===== src/rtl/bisc_pkg.sv =====
// Shared types, defaults and the trailing-zero selector for the BISC PE array.
package bisc_pkg;

    localparam int DEFAULT_BIN_LEN     = 8;
    localparam int DEFAULT_BIN_WIDTH   = $clog2(DEFAULT_BIN_LEN);
    localparam int DEFAULT_OUT_BIN_LEN = 16;

    typedef enum logic [1:0] {
        IDLE = 2'd0,
        RUN  = 2'd1,
        DONE = 2'd2
    } state_e;

    typedef struct packed {
        logic       zero_sel;
        logic [7:0] sel;
    } sel_t;

    // Selector = bin_len-1-tz(t); t==0 has no set bit and selects nothing.
    function automatic sel_t tz_select(input logic [31:0] t, input int unsigned bin_len);
        sel_t r;
        int   tz;
        logic found;
        tz    = 0;
        found = 1'b0;
        for (int i = 0; i < 32; i++) begin
            if (!found && t[i]) begin
                tz    = i;
                found = 1'b1;
            end
        end
        r.zero_sel = !found;
        r.sel      = found ? 8'(int'(bin_len) - 1 - tz) : 8'd0;
        return r;
    endfunction

endpackage


===== src/rtl/bisc_pe_lane.sv =====
// One lane: latched weight, bit-select mux and wrapping up/down accumulator.
module bisc_pe_lane #(
    parameter int BIN_LEN     = 8,
    parameter int BIN_WIDTH   = $clog2(BIN_LEN),
    parameter int OUT_BIN_LEN = 16
) (
    input  logic                   clock,
    input  logic                   reset,
    input  logic                   load,
    input  logic                   en,
    input  logic [BIN_LEN-1:0]     weight_in,
    input  logic                   sub_in,
    input  logic [OUT_BIN_LEN-1:0] init_val,
    input  logic [BIN_WIDTH-1:0]   sel,
    input  logic                   zero_sel,
    output logic [OUT_BIN_LEN-1:0] acc
);

    logic [BIN_LEN-1:0]     weight_q, weight_d;
    logic                   sub_q, sub_d;
    logic [OUT_BIN_LEN-1:0] acc_q, acc_d;
    logic                   bit_s;

    // Select the weight bit, then load, accumulate or hold.
    always_comb begin
        weight_d = weight_q;
        sub_d    = sub_q;
        acc_d    = acc_q;
        bit_s    = zero_sel ? 1'b0 : weight_q[sel];
        if (load) begin
            weight_d = weight_in;
            sub_d    = sub_in;
            acc_d    = init_val;
        end else if (en) begin
            if (sub_q) acc_d = acc_q - {{(OUT_BIN_LEN-1){1'b0}}, bit_s};
            else       acc_d = acc_q + {{(OUT_BIN_LEN-1){1'b0}}, bit_s};
        end
    end

    // Lane registers with synchronous active-low reset.
    always_ff @(posedge clock) begin
        if (!reset) begin
            weight_q <= '0;
            sub_q    <= 1'b0;
            acc_q    <= '0;
        end else begin
            weight_q <= weight_d;
            sub_q    <= sub_d;
            acc_q    <= acc_d;
        end
    end

    assign acc = acc_q;

endmodule


===== src/rtl/bisc_pe_array.sv =====
// Multi-lane bit-serial stochastic MAC: FSM, stream index t, x latch, handshakes.
//   state | meaning
//   IDLE  | waiting for a job, in_ready high
//   RUN   | one accumulate step per non-held edge
//   DONE  | results valid until out_ready
module bisc_pe_array
    import bisc_pkg::*;
#(
    parameter int LANES       = 4,
    parameter int BIN_LEN     = DEFAULT_BIN_LEN,
    parameter int BIN_WIDTH   = $clog2(BIN_LEN),
    parameter int OUT_BIN_LEN = DEFAULT_OUT_BIN_LEN
) (
    input  logic                         clock,
    input  logic                         reset,
    input  logic                         in_valid,
    output logic                         in_ready,
    input  logic [BIN_LEN-1:0]           x_val,
    input  logic [LANES*BIN_LEN-1:0]     weights,
    input  logic [LANES*OUT_BIN_LEN-1:0] init_vals,
    input  logic [LANES-1:0]             sub_mask,
    input  logic                         hold,
    output logic                         busy,
    output logic                         out_valid,
    input  logic                         out_ready,
    output logic [LANES*OUT_BIN_LEN-1:0] out_vals
);

    state_e               state_q, state_d;
    logic [BIN_LEN-1:0]   t_q, t_d;
    logic [BIN_LEN-1:0]   x_q, x_d;
    logic                 accept;
    logic                 run_en;
    sel_t                 sel_s;

    // Next state, counters and state-decoded outputs.
    always_comb begin
        state_d   = state_q;
        t_d       = t_q;
        x_d       = x_q;
        in_ready  = (state_q == IDLE);
        busy      = (state_q == RUN);
        out_valid = (state_q == DONE);
        accept    = 1'b0;
        run_en    = 1'b0;
        sel_s     = tz_select(32'(t_q), BIN_LEN);
        case (state_q)
            IDLE: begin
                if (in_valid) begin
                    accept  = 1'b1;
                    x_d     = x_val;
                    t_d     = '0;
                    state_d = (x_val != '0) ? RUN : DONE;
                end
            end
            RUN: begin
                if (!hold) begin
                    run_en = 1'b1;
                    t_d    = t_q + 1'b1;
                    if (t_q == x_q - BIN_LEN'(1)) state_d = DONE;
                end
            end
            DONE: begin
                if (out_ready) state_d = IDLE;
            end
            default: state_d = IDLE;
        endcase
    end

    // Control registers with synchronous active-low reset.
    always_ff @(posedge clock) begin
        if (!reset) begin
            state_q <= IDLE;
            t_q     <= '0;
            x_q     <= '0;
        end else begin
            state_q <= state_d;
            t_q     <= t_d;
            x_q     <= x_d;
        end
    end

    for (genvar i = 0; i < LANES; i++) begin : g_lane
        bisc_pe_lane #(
            .BIN_LEN     (BIN_LEN),
            .BIN_WIDTH   (BIN_WIDTH),
            .OUT_BIN_LEN (OUT_BIN_LEN)
        ) u_lane (
            .clock     (clock),
            .reset     (reset),
            .load      (accept),
            .en        (run_en),
            .weight_in (weights[i*BIN_LEN +: BIN_LEN]),
            .sub_in    (sub_mask[i]),
            .init_val  (init_vals[i*OUT_BIN_LEN +: OUT_BIN_LEN]),
            .sel       (sel_s.sel[BIN_WIDTH-1:0]),
            .zero_sel  (sel_s.zero_sel),
            .acc       (out_vals[i*OUT_BIN_LEN +: OUT_BIN_LEN])
        );
    end

endmodule


===== config.mk =====
export PLATFORM = sky130hd
export DESIGN_NAME = bisc_pe_array
export DESIGN_NICKNAME = d
export VERILOG_FILES = /design/src/rtl/bisc_pkg.sv /design/src/rtl/bisc_pe_lane.sv /design/src/rtl/bisc_pe_array.sv
export SDC_FILE = /design/constraint.sdc
export NUM_CORES = 1
export LEC_CHECK = 0
export BUFFER_PORTS_ARGS = -buffer_cell sky130_fd_sc_hd__buf_2
export CORE_MARGIN = 2
export CORE_UTILIZATION = 55
export DETAILED_ROUTE_END_ITERATION = 8
export GPL_TIMING_DRIVEN = 0
export PLACE_DENSITY = 0.9
export SYNTH_ARGS = -nofsm -noshare
export SYNTH_HDL_FRONTEND = slang
export SYNTH_SLANG_ARGS = --single-unit

===== constraint.sdc =====
create_clock -name clock -period 5.13 [get_ports clock]
set_clock_uncertainty 0.2 [all_clocks]
set_input_delay 1.026 -clock clock [delete_from_list [all_inputs] [get_ports clock]]
set_output_delay 1.026 -clock clock [all_outputs]
set_load 0.01 [all_outputs]

==> qor.yml <==
synth_edf_count: 0
syn_nets: 1198
path_cells: "inv_1 -> ha_2 -> nor2b_2 -> a31oi_4 -> a41oi_4 -> buf_4 -> mux4_1 -> a22oi_1 -> or2_4 -> ha_1 -> nor2b_1 -> o21a_1 -> o21ai_0 -> a211oi_1 -> o2111ai_1 -> nand4b_1 -> a21o_1 -> a21oi_1 -> xnor2_1 -> o22ai_1"
htreeDepth: 4
wl_met1_um: 10300
wl_met2_um: 12000
async_reset_ff_share_pct: 0
synth_top_flop_cell: "dfxtp_1"
fillCellCount: 1065
grt_max_degree: 19
slew_headroom_pct: 47.0
finalCriticalPeriod_ns: 4.88
post-route-period-util_pct: 95.1
regToRegSetupSlack_ns: 0.25
cts_hold_buf: 0
route.met3.wl_um: 3130
first_global_vias: 8341
vias_per_cell: 6.25
hold_slack_ns: 0.251
cpLargestDelayFamily: "compound AO/OA/AOI/OAI gates"
n_antenna_cell: 0
setup_viol: 0
drv_cap: 0
final_area_um2: 9820
grtUsageTotal_pct: 33.5
hold_path_class: "flip-flop to flip-flop"
slew_viol_final: 0
cts_sinks: 118
grt_pass1_wl_um: 41600
synth_cells: 1009
routed_wl_um: 26700
wl_per_cell_um: 19.0
cp.arrival_ns: 4.97
topRoutingLayerUsed: "met4"
synth_cell_types: 61
rsz0062_at_grt: "false"
cp.buffers_inverters: 2
pin_count: 180
worstPathMaxFanout: 8
grt-ovfl-total: 0
num_rows: 43
clock_power_share_pct: 32.8
cp-end-kind: "flip-flop"
antenna_found_initial: 0
syn-cell-area_um2: 7960
drt-initial-drc-count: 969
clock_path_buffers: 2
worstSetupPathType: "flip-flop to flip-flop"
cp-start-kind: "flip-flop"
power_switching_share_pct: 36.0
dpl.hpwl_um: 19100
cts-buffers-inserted: 17
clock.fmax_ghz: 0.205
die_h_um: 124
cts_tree: "done"
drc: 0
ir_worst_vdd_uv: 358
place_area_um2: 9080
status: "completed"
die_w_um: 124
power.net_switching_mw: 1.40
power_frac_seq_pct: 29.0
seq_area_frac_synth_pct: 29.7
area_growth_pct: 23.5
core_area_um2: 14000
start_util_pct: 56.9
clk_pin_slew_worst_paths_ns: 0.06
power-per-cell-area_nw_per_um2: 395
critPathMaxStageDelay_ns: 0.39
cts-root-buf: "clkbuf_16"
clock_latency_ns: 0.43
power.leakage_nw: 4.31
worstMarginPinSlew_ns: 0.795
ys_warn_count: 0
avgSynthCellArea_um2: 7.89
required_ns: 5.22
ant_nets: 0
drt_first_pass_iters: 8
hold_viol_final: 0
vias: 8793
io_buffers: 179
final_layout_size_suffix_gt1_share_pct: 20.1
synth_seq_cells: 118
nets: 1404
power_frac_comb_pct: 38.2
slowest_stage: "dfxtp_2"
p_int_mw: 2.48
gp_congestion: 0.989
die_area_um2: 15400
[cell usage after synthesis, drive strengths merged (10+ instances only)]
cell type / count / share of area [%]
nor3: 17 / 1.1
o211a: 12 / 1.5
o21ai: 48 / 3.0
buf: 18 / 0.93
nand2b: 16 / 1.3
o211ai: 23 / 2.2
xnor2: 44 / 4.9
dfxtp: 118 / 30
clkbuf: 33 / 1.6
xor2: 16 / 1.8
a21oi: 133 / 8.4
nor2: 72 / 3.4
inv: 30 / 1.4
ha: 72 / 11
nand2: 177 / 8.3
nand3: 16 / 1.0
a311oi: 18 / 2.0
a21o: 17 / 1.6
o21a: 11 / 1.0
o21bai: 10 / 0.94
[per-layer routing]
metal,track usage [%],vias to the layer above
met4,17.8,0
met2,53.0,593
li1,-,4037
met3,7.26,113
met5,0,-
met1,42.6,4050
[final cells by class]
| cell class | count | area [um^2] | share of cell area, % |
|---|---|---|---|
| multi-input cells | 810 | 5350 | 54.5 |
| flip-flops and latches | 118 | 2360 | 24.1 |
| repair buffers | 187 | 956 | 9.73 |
| clock buffers | 20 | 457 | 4.65 |
| well taps | 180 | 225 | 2.29 |
| plain buffers | 51 | 198 | 2.01 |
| clock inverters | 10 | 154 | 1.57 |
| inverters | 30 | 118 | 1.20 |
[cells by family (layout without fill, tap and decap cells)]
family                   count (synthesis)  after routing  share of synthesized area, %
flip-flops                             118            118                          29.7
AND/OR/NAND/NOR                        339            339                          18.6
adder cells (fa/ha/maj)                 76             76                          12.3
AO/OA/AOI/OAI                          323            323                          25.9
multiplexers                            12             12                          2.91
buffers and inverters                   81            298                          3.90
XOR/XNOR                                60             60                          6.70
[power by group through the flow]
stage | sequential [mW] | clock (mW) | combinational (mW)
6_report | 1.13 | 1.27 | 1.48
5_1_grt | 1.14 | 1.31 | 1.62
4_1_cts | 1.12 | 1.26 | 1.43
3_5_place_dp | 1.14 | 0 | 1.40
3_3_place_gp | 1.14 | 0 | 1.35
2_1_floorplan | 1.15 | 0 | 0.997
[worst paths after layout]
check,endpoint,from,cells past startpoint
worst max-delay path,g_lane[3].u_lane.acc[15],t_q[0],20
worst max register to register,g_lane[3].u_lane.acc[15],t_q[0],20
worst min register to register,g_lane[3].u_lane.weight_q[1],g_lane[3].u_lane.weight_q[1],2
worst min-delay path,g_lane[3].u_lane.weight_q[1],g_lane[3].u_lane.weight_q[1],2
[tightest hold or removal path: stages, from the launching register on]
cell,delay (ns)
dfxtp_1,0.30
nand2_1,0.05
a21oi_1,0.05
[through the flow]
| stage | worst slack (ns) | TNS [ns] | utilization (%) | instances | total power, mW |
|---|---|---|---|---|---|
| 2_1_floorplan | 0.387 | 0 | - | 1009 | 2.15 |
| 5_1_grt | 0.0482 | 0 | 70.2 | 1406 | 4.07 |
| 3_3_place_gp | -0.458 | -1.27 | 64.9 | 1368 | 2.49 |
| 4_1_cts | 0.0333 | 0 | 69.7 | 1402 | 3.81 |
| 3_5_place_dp | -0.537 | -2.00 | 64.9 | 1368 | 2.54 |
| 6_report | 0.251 | 0 | 70.2 | 1406 | 3.88 |
[repair_timing]
action	4_1_cts	5_1_grt
gates resized for setup	9	12
pin swaps	1	1
buffers inserted	4	4
setup endpoints to repair	15	10
cloned	0	0
[cells in the final DEF (no fill, tap or decap), types with 7 or more instances in the layout]
cell / netlist / routed
o211a_1: 12 / 12
o21a_1: 11 / 11
a21oi_1: 133 / 131
buf_1: 13 / 13
a21o_1: 17 / 17
nor4_1: 7 / 7
a21boi_0: 9 / 9
a22oi_1: 7 / 7
xnor2_1: 43 / 43
o211ai_1: 23 / 23
nand2_1: 177 / 177
a211oi_1: 8 / 8
o21bai_1: 10 / 10
buf_2: 5 / 184
clkbuf_16: 0 / 17
o21ai_0: 47 / 46
dfxtp_1: 118 / 116
clkbuf_1: 33 / 34
ha_1: 72 / 71
inv_1: 29 / 29
a311oi_1: 18 / 16
nor3_1: 17 / 17
nor2_1: 71 / 71
nand2b_1: 16 / 16
xor2_1: 16 / 16
nand3_1: 16 / 16
buf_4: 0 / 8
[registers in the layout, summed over array words and instances, names as in the netlist]
signal and count:
g_lane.u_lane.sub_q 4, g_lane.u_lane.weight_q 32, g_lane.u_lane.acc 64, x_q 8, t_q 8, state_q 2
No activity file was read; power rests on OpenSTA's default activity.
